[src/rtl/psram_wb32_bridge.sv]
// rtl/psram_wb32_bridge.sv - 32-to-16 bit Wishbone bridge for the PSRAM slave; PSRAM_BRIDGE_SKIP_EN skips beats whose select pair is 2'b00
module psram_wb32_bridge (
  input  logic        clk_i,
  input  logic        rst_i,
  input  logic [31:0] wbs_adr_i,
  input  logic [31:0] wbs_dat_i,
  input  logic [3:0]  wbs_sel_i,
  input  logic        wbs_we_i,
  input  logic        wbs_cyc_i,
  input  logic        wbs_stb_i,
  output logic [31:0] wbs_dat_o,
  output logic        wbs_ack_o,
  output logic [31:0] wbm_adr_o,
  output logic [15:0] wbm_dat_o,
  output logic [1:0]  wbm_sel_o,
  output logic        wbm_we_o,
  output logic        wbm_cyc_o,
  output logic        wbm_stb_o,
  input  logic [15:0] wbm_dat_i,
  input  logic        wbm_ack_i
);

  typedef enum logic [2:0] {S_IDLE, S_HI, S_GAP, S_LO, S_DONE} state_t;

  state_t      r_state, w_state;
  logic [29:0] r_adr;
  logic [15:0] r_dat_lo;
  logic [1:0]  r_sel_lo;
  logic        r_we;
  logic        r_abort;
  logic [15:0] r_hi, w_hi;
  logic [31:0] r_rdat, w_rdat;
  logic        r_ack, w_ack;
  logic [31:0] r_madr, w_madr;
  logic [15:0] r_mdat, w_mdat;
  logic [1:0]  r_msel, w_msel;
  logic        r_mwe, w_mwe;
  logic        r_mcyc, w_mcyc;
  logic        r_mstb, w_mstb;
  logic        w_start;
  logic        w_abort;
  logic        w_unused;

  assign w_unused = &{1'b0, wbs_adr_i[1:0]};
  assign w_start  = (r_state == S_IDLE) && wbs_cyc_i && wbs_stb_i;
  // Once the master drops cyc mid-transfer, the current beat still finishes.
  assign w_abort  = r_abort || !wbs_cyc_i;

  always_ff @(posedge clk_i) begin
    if (rst_i) begin
      r_state  <= S_IDLE;
      r_adr    <= '0;
      r_dat_lo <= '0;
      r_sel_lo <= '0;
      r_we     <= 1'b0;
      r_abort  <= 1'b0;
      r_hi     <= '0;
      r_rdat   <= '0;
      r_ack    <= 1'b0;
      r_madr   <= '0;
      r_mdat   <= '0;
      r_msel   <= '0;
      r_mwe    <= 1'b0;
      r_mcyc   <= 1'b0;
      r_mstb   <= 1'b0;
    end else begin
      r_state <= w_state;
      r_hi    <= w_hi;
      r_rdat  <= w_rdat;
      r_ack   <= w_ack;
      r_madr  <= w_madr;
      r_mdat  <= w_mdat;
      r_msel  <= w_msel;
      r_mwe   <= w_mwe;
      r_mcyc  <= w_mcyc;
      r_mstb  <= w_mstb;
      r_abort <= ((r_state == S_HI) || (r_state == S_LO)) ? w_abort : 1'b0;
      if (w_start) begin
        r_adr    <= wbs_adr_i[31:2];
        r_dat_lo <= wbs_dat_i[15:0];
        r_sel_lo <= wbs_sel_i[1:0];
        r_we     <= wbs_we_i;
      end
    end
  end

  always_comb begin
    w_state = r_state;
    w_hi    = r_hi;
    w_rdat  = r_rdat;
    w_ack   = 1'b0;
    w_madr  = r_madr;
    w_mdat  = r_mdat;
    w_msel  = r_msel;
    w_mwe   = r_mwe;
    w_mcyc  = r_mcyc;
    w_mstb  = r_mstb;
    case (r_state)
      S_IDLE: begin
        if (w_start) begin
          w_hi  = 16'h0000;
          w_mwe = wbs_we_i;
          w_state = S_HI;
          w_mcyc  = 1'b1;
          w_mstb  = 1'b1;
          w_madr  = {1'b0, wbs_adr_i[31:2], 1'b0};
          w_mdat  = wbs_dat_i[31:16];
          w_msel  = wbs_sel_i[3:2];
`ifdef PSRAM_BRIDGE_SKIP_EN
          if (wbs_sel_i == 4'b0000) begin
            // No beat at all: pass through GAP so the ack lands two cycles after the request.
            w_state = S_GAP;
            w_mcyc  = 1'b0;
            w_mstb  = 1'b0;
            w_mwe   = 1'b0;
            w_madr  = r_madr;
            w_mdat  = r_mdat;
            w_msel  = r_msel;
          end else if (wbs_sel_i[3:2] == 2'b00) begin
            w_state = S_LO;
            w_madr  = {1'b0, wbs_adr_i[31:2], 1'b1};
            w_mdat  = wbs_dat_i[15:0];
            w_msel  = wbs_sel_i[1:0];
          end
`endif
        end
      end
      S_HI: begin
        if (wbm_ack_i) begin
          w_hi   = wbm_dat_i;
          w_mstb = 1'b0;
          w_state = S_GAP;
          if (w_abort) begin
            w_mcyc  = 1'b0;
            w_mwe   = 1'b0;
            w_state = S_DONE;
          end
`ifdef PSRAM_BRIDGE_SKIP_EN
          else if (r_sel_lo == 2'b00) begin
            w_mcyc  = 1'b0;
            w_mwe   = 1'b0;
            w_ack   = 1'b1;
            w_state = S_DONE;
            if (!r_we) begin
              w_rdat = {wbm_dat_i, 16'h0000};
            end
          end
`endif
        end
      end
      S_GAP: begin
        if (!wbm_ack_i) begin
          w_state = S_LO;
          w_mstb  = 1'b1;
          w_madr  = {1'b0, r_adr, 1'b1};
          w_mdat  = r_dat_lo;
          w_msel  = r_sel_lo;
`ifdef PSRAM_BRIDGE_SKIP_EN
          // GAP with an empty low select is only reachable from the all-zero request.
          if (r_sel_lo == 2'b00) begin
            w_state = S_DONE;
            w_mstb  = 1'b0;
            w_madr  = r_madr;
            w_mdat  = r_mdat;
            w_msel  = r_msel;
            w_ack   = 1'b1;
            if (!r_we) begin
              w_rdat = 32'h0000_0000;
            end
          end
`endif
        end
      end
      S_LO: begin
        if (wbm_ack_i) begin
          w_mstb  = 1'b0;
          w_mcyc  = 1'b0;
          w_mwe   = 1'b0;
          w_state = S_DONE;
          if (!w_abort) begin
            w_ack = 1'b1;
            if (!r_we) begin
              w_rdat = {r_hi, wbm_dat_i};
            end
          end
        end
      end
      S_DONE: begin
        if (!wbm_ack_i) begin
          w_state = S_IDLE;
        end
      end
      default: begin
        w_state = S_IDLE;
      end
    endcase
  end

  assign wbs_dat_o = r_rdat;
  assign wbs_ack_o = r_ack;
  assign wbm_adr_o = r_madr;
  assign wbm_dat_o = r_mdat;
  assign wbm_sel_o = r_msel;
  assign wbm_we_o  = r_mwe;
  assign wbm_cyc_o = r_mcyc;
  assign wbm_stb_o = r_mstb;

endmodule

[config.mk]
export PLATFORM = sky130hd
export DESIGN_NAME = psram_wb32_bridge
export DESIGN_NICKNAME = d
export VERILOG_FILES = /design/src/rtl/psram_wb32_bridge.sv
export SDC_FILE = /design/constraint.sdc
export NUM_CORES = 1
export LEC_CHECK = 0
export CAP_MARGIN = 0
export CORE_AREA = 2 2 93 163
export CTS_BUF_LIST = sky130_fd_sc_hd__clkbuf_16
export CTS_CLUSTER_DIAMETER = 40
export DETAILED_ROUTE_END_ITERATION = 16
export DIE_AREA = 0 0 95 165
export GPL_ROUTABILITY_DRIVEN = 0
export PLACE_DENSITY = 0.74
export SLEW_MARGIN = 20
export SYNTH_ARGS = -nofsm -noshare
export SYNTH_HDL_FRONTEND = slang
export SYNTH_SLANG_ARGS = --single-unit
[constraint.sdc]
create_clock -name clk_i -period 1.72 [get_ports clk_i]
set_clock_uncertainty 0.05 [all_clocks]
set_input_delay 0.344 -clock clk_i [delete_from_list [all_inputs] [get_ports clk_i]]
set_output_delay 0.344 -clock clk_i [all_outputs]
set_load 0.02 [all_outputs]
==> results.toml <==
[floorplan]
core_um2 = 14300
fp.dieH_um = 165
ios = 176
die_area_um2 = 15680
rows = 58
start_util = 0.4141
fp.dieW_um = 95

[yosys]
synth_seq_cells = 154
syn_area_per_cell_um2 = 8.554
syn_nets = 782
syn_area_um2 = 5919
ys.warnings.count = 0
synthesis.instances = 692
ys_seq_area_frac = 0.5208
synth_cell_type_count = 31

[cells_and_area]
final_cells = 1057
seq_area_um2 = 3087
final_nets = 954
utilization = 0.5953
diodes = 0
nFillCells = 1285
layout-drive-gt1-share = 0.09122
syn2layout_area_growth_pct = 43.78
multi_input_area_um2 = 2550
stdcell_area_um2 = 8511

[route]
wl_per_cell_um = 14.95
ant_nets = 0
vias = 5382
drt_wl_total_mm = 15.80
viasPerCell = 5.092
drc = 0
drt_iter0_drc = 223
dr.pass1.iters = 4

[clock_tree]
clk_pin_slew_ns = 0.06
clk_latency_ns = 0.41
cts_buffers = 17
clock_path_buffers = 2
cts_sinks = 154
root_buffer = "clkbuf_16"
cts_tree = "yes"
cts_max_level = 4

[sta]
relSlewSlack = 0.6650
period_needed_ns = 1.589
fin_ws_ns = 0.1310
final_hold_viol_count = 0
rsz0062_at_grt = "no"
worst_slew_pin_slew_ns = 0.5024
max_freq_mhz = 629.3
hold_slack_ns = 0.3488
maxSlewViolCount = 0
setup-violations-final = 0
finalCritPeriodShare = 0.9238

[setup_path]
r2r-end = "wbm_adr_o[12]"
cp_max_fo = 32
r2r-start = "r_state[1]"
worstSetupPathType = "input port to flop"
rrSetupSlack_ns = 0.13
cp.arrival_ns = 1.82
crit_required_ns = 1.95
worst_setup_path_start_kind = "input port"
end_kind = "flop"
worstRegToRegCells = 6

[global_routing]
grt_max_degree = 46
grt_pass1_wl_mm = 25.14
grt_pass1_vias = 5217
grt_use_total = 0.2055
grt_overflow = 0
antenna_found_initial = 0

[place]
port_buffers = 172
post-place-ws_ns = -0.3786
hpwl_mm = 10.95
placed_cells = 1025
placed_area_um2 = 8065

[outcome]
outcome = "finished clean"

[power_and_ir_drop]
max-vdd-ir-drop_v = 0.0006606
p_leak_uw = 0.003356
pwr_density_cell_nw_per_um2 = 1069

[hold_path]
hold_end = "r_dat_lo[11]"
hold_class = "input port to flop"
min_path_cells = 2
hp-start = "rst_i"

[flow_run]
cap_violations = 0
flip-flops by register name, indices dropped and copies added (netlist names), 2 cells and up:
name and flops:
r_hi 16, r_state 3, r_sel_lo 2, r_adr 30, r_dat_lo 16, wbm_dat_o 16
wbm_adr_o 31, wbs_dat_o 32, wbm_sel_o 2
cells in the mapped netlist:
cell / count / area [um2]
a21oi_1: 99 / 495.5
nor2b_1: 2 / 12.51
a221oi_1: 1 / 8.760
nor4_1: 3 / 18.77
o32ai_1: 1 / 8.760
a211oi_1: 49 / 367.9
buf_6: 5 / 56.30
nand3b_1: 3 / 22.52
nand3_1: 16 / 80.08
mux2i_1: 48 / 480.5
nand2_2: 1 / 6.260
inv_1: 1 / 3.750
buf_2: 24 / 120.1
a22oi_1: 2 / 15.01
buf_4: 4 / 30.03
conb_1: 1 / 3.750
o21ai_1: 1 / 5.000
a21oi_4: 1 / 16.27
dfxtp_1: 154 / 3083
nor4_2: 1 / 12.51
or4_1: 1 / 7.510
nor3_2: 1 / 10.01
clkbuf_1: 26 / 97.59
or2_1: 2 / 12.51
nor2_1: 57 / 214.0
o32a_1: 1 / 10.01
nand2b_1: 4 / 25.02
and3b_1: 1 / 8.760
nor2_2: 1 / 6.260
nand2_1: 180 / 675.7
nor3_1: 1 / 5.000
power by group:
part | leakage (uW) | switching (uW) | internal, uW
clock | 0.000262 | 1570 | 1870
combinational | 0.00184 | 907 | 799
sequential | 0.00126 | 137 | 3820
total | 0.00336 | 2610 | 6490
layout by cell type, fill, tap and decap left out, drive strengths merged, types with 2 or more instances in the layout:
cell type and n:
buf 41, mux2i 48, clkinv 5, a21oi 100, nand3 16, nor3 2, a211oi 49, nand3b 3
nand2b 4, nand2 181, inv 8, clkbuf 17, or2 2, a22oi 2, nor2b 2, dfxtp 154
nor4 4, nor2 58, dlygate4sd2 85, clkdlybuf4s50 85, clkinvlp 3
critical path: stages:
cell             delay (ns)
clkdlybuf4s50_1        0.53
nand2_2                0.07
or4_1                  0.53
buf_12                 0.20
nand2_1                0.08
a21oi_1                0.06
per-layer routing:
layer  up-vias  GRT usage  part of all wire
met5         -          0                 0
met3        30    0.04973             0.053
met2       142     0.3762              0.53
li1       2697          -                 -
met1      2513     0.2175              0.38
met4         0    0.09289             0.031
layout make-up:
class	count	share of cell area
Inverter	1	0.0004410
Sequential cell	154	0.3627
Timing Repair Buffer	212	0.2471
Clock inverter	15	0.01367
Clock buffer	17	0.04999
Multi-Input combinational cell	478	0.2996
Tap cell	180	0.02646
worst max-delay path by stage:
stage | cells past startpoint | end | start | slack [ns]
after floorplan | 9 | r_adr[0] | r_state[2] | 0.07
after global placement | 6 | wbs_dat_o[11] | wbs_cyc_i | -0.31
after detailed placement | 7 | wbm_adr_o[21] | wbs_cyc_i | -0.38
after CTS | 7 | wbm_adr_o[3] | wbs_cyc_i | 0.05
after global routing | 6 | wbm_adr_o[3] | r_state[1] | 0.003
final | 6 | wbs_dat_o[29] | wbm_ack_i | 0.13
metrics by stage:
stage,power (uW),setup TNS [ns]
global placement,5835,-42.03
detailed placement,5869,-46.58
finish,9102,0
global route,9497,0
floorplan,4990,0
CTS,9201,0
what timing repair did:
action | CTS | global route
endpoints found under the hold margin | 0 | 0
buffers inserted | 0 | 0
hold buffers | 0 | 0
pin swaps | 0 | 1
setup endpoints to repair | 85 | 79
resized for setup | 85 | 3
cloned | 0 | 0
cell families after synthesis:
| kind of cell | share of synthesized area |
|---|---|
| flip-flops | 0.5208 |
| AND/OR/NAND/NOR | 0.1888 |
| other | 0.0006335 |
| multiplexers | 0.08117 |
| buffers and inverters | 0.05200 |
| AO/OA/AOI/OAI | 0.1566 |
(Power assumes the default switching activity.)
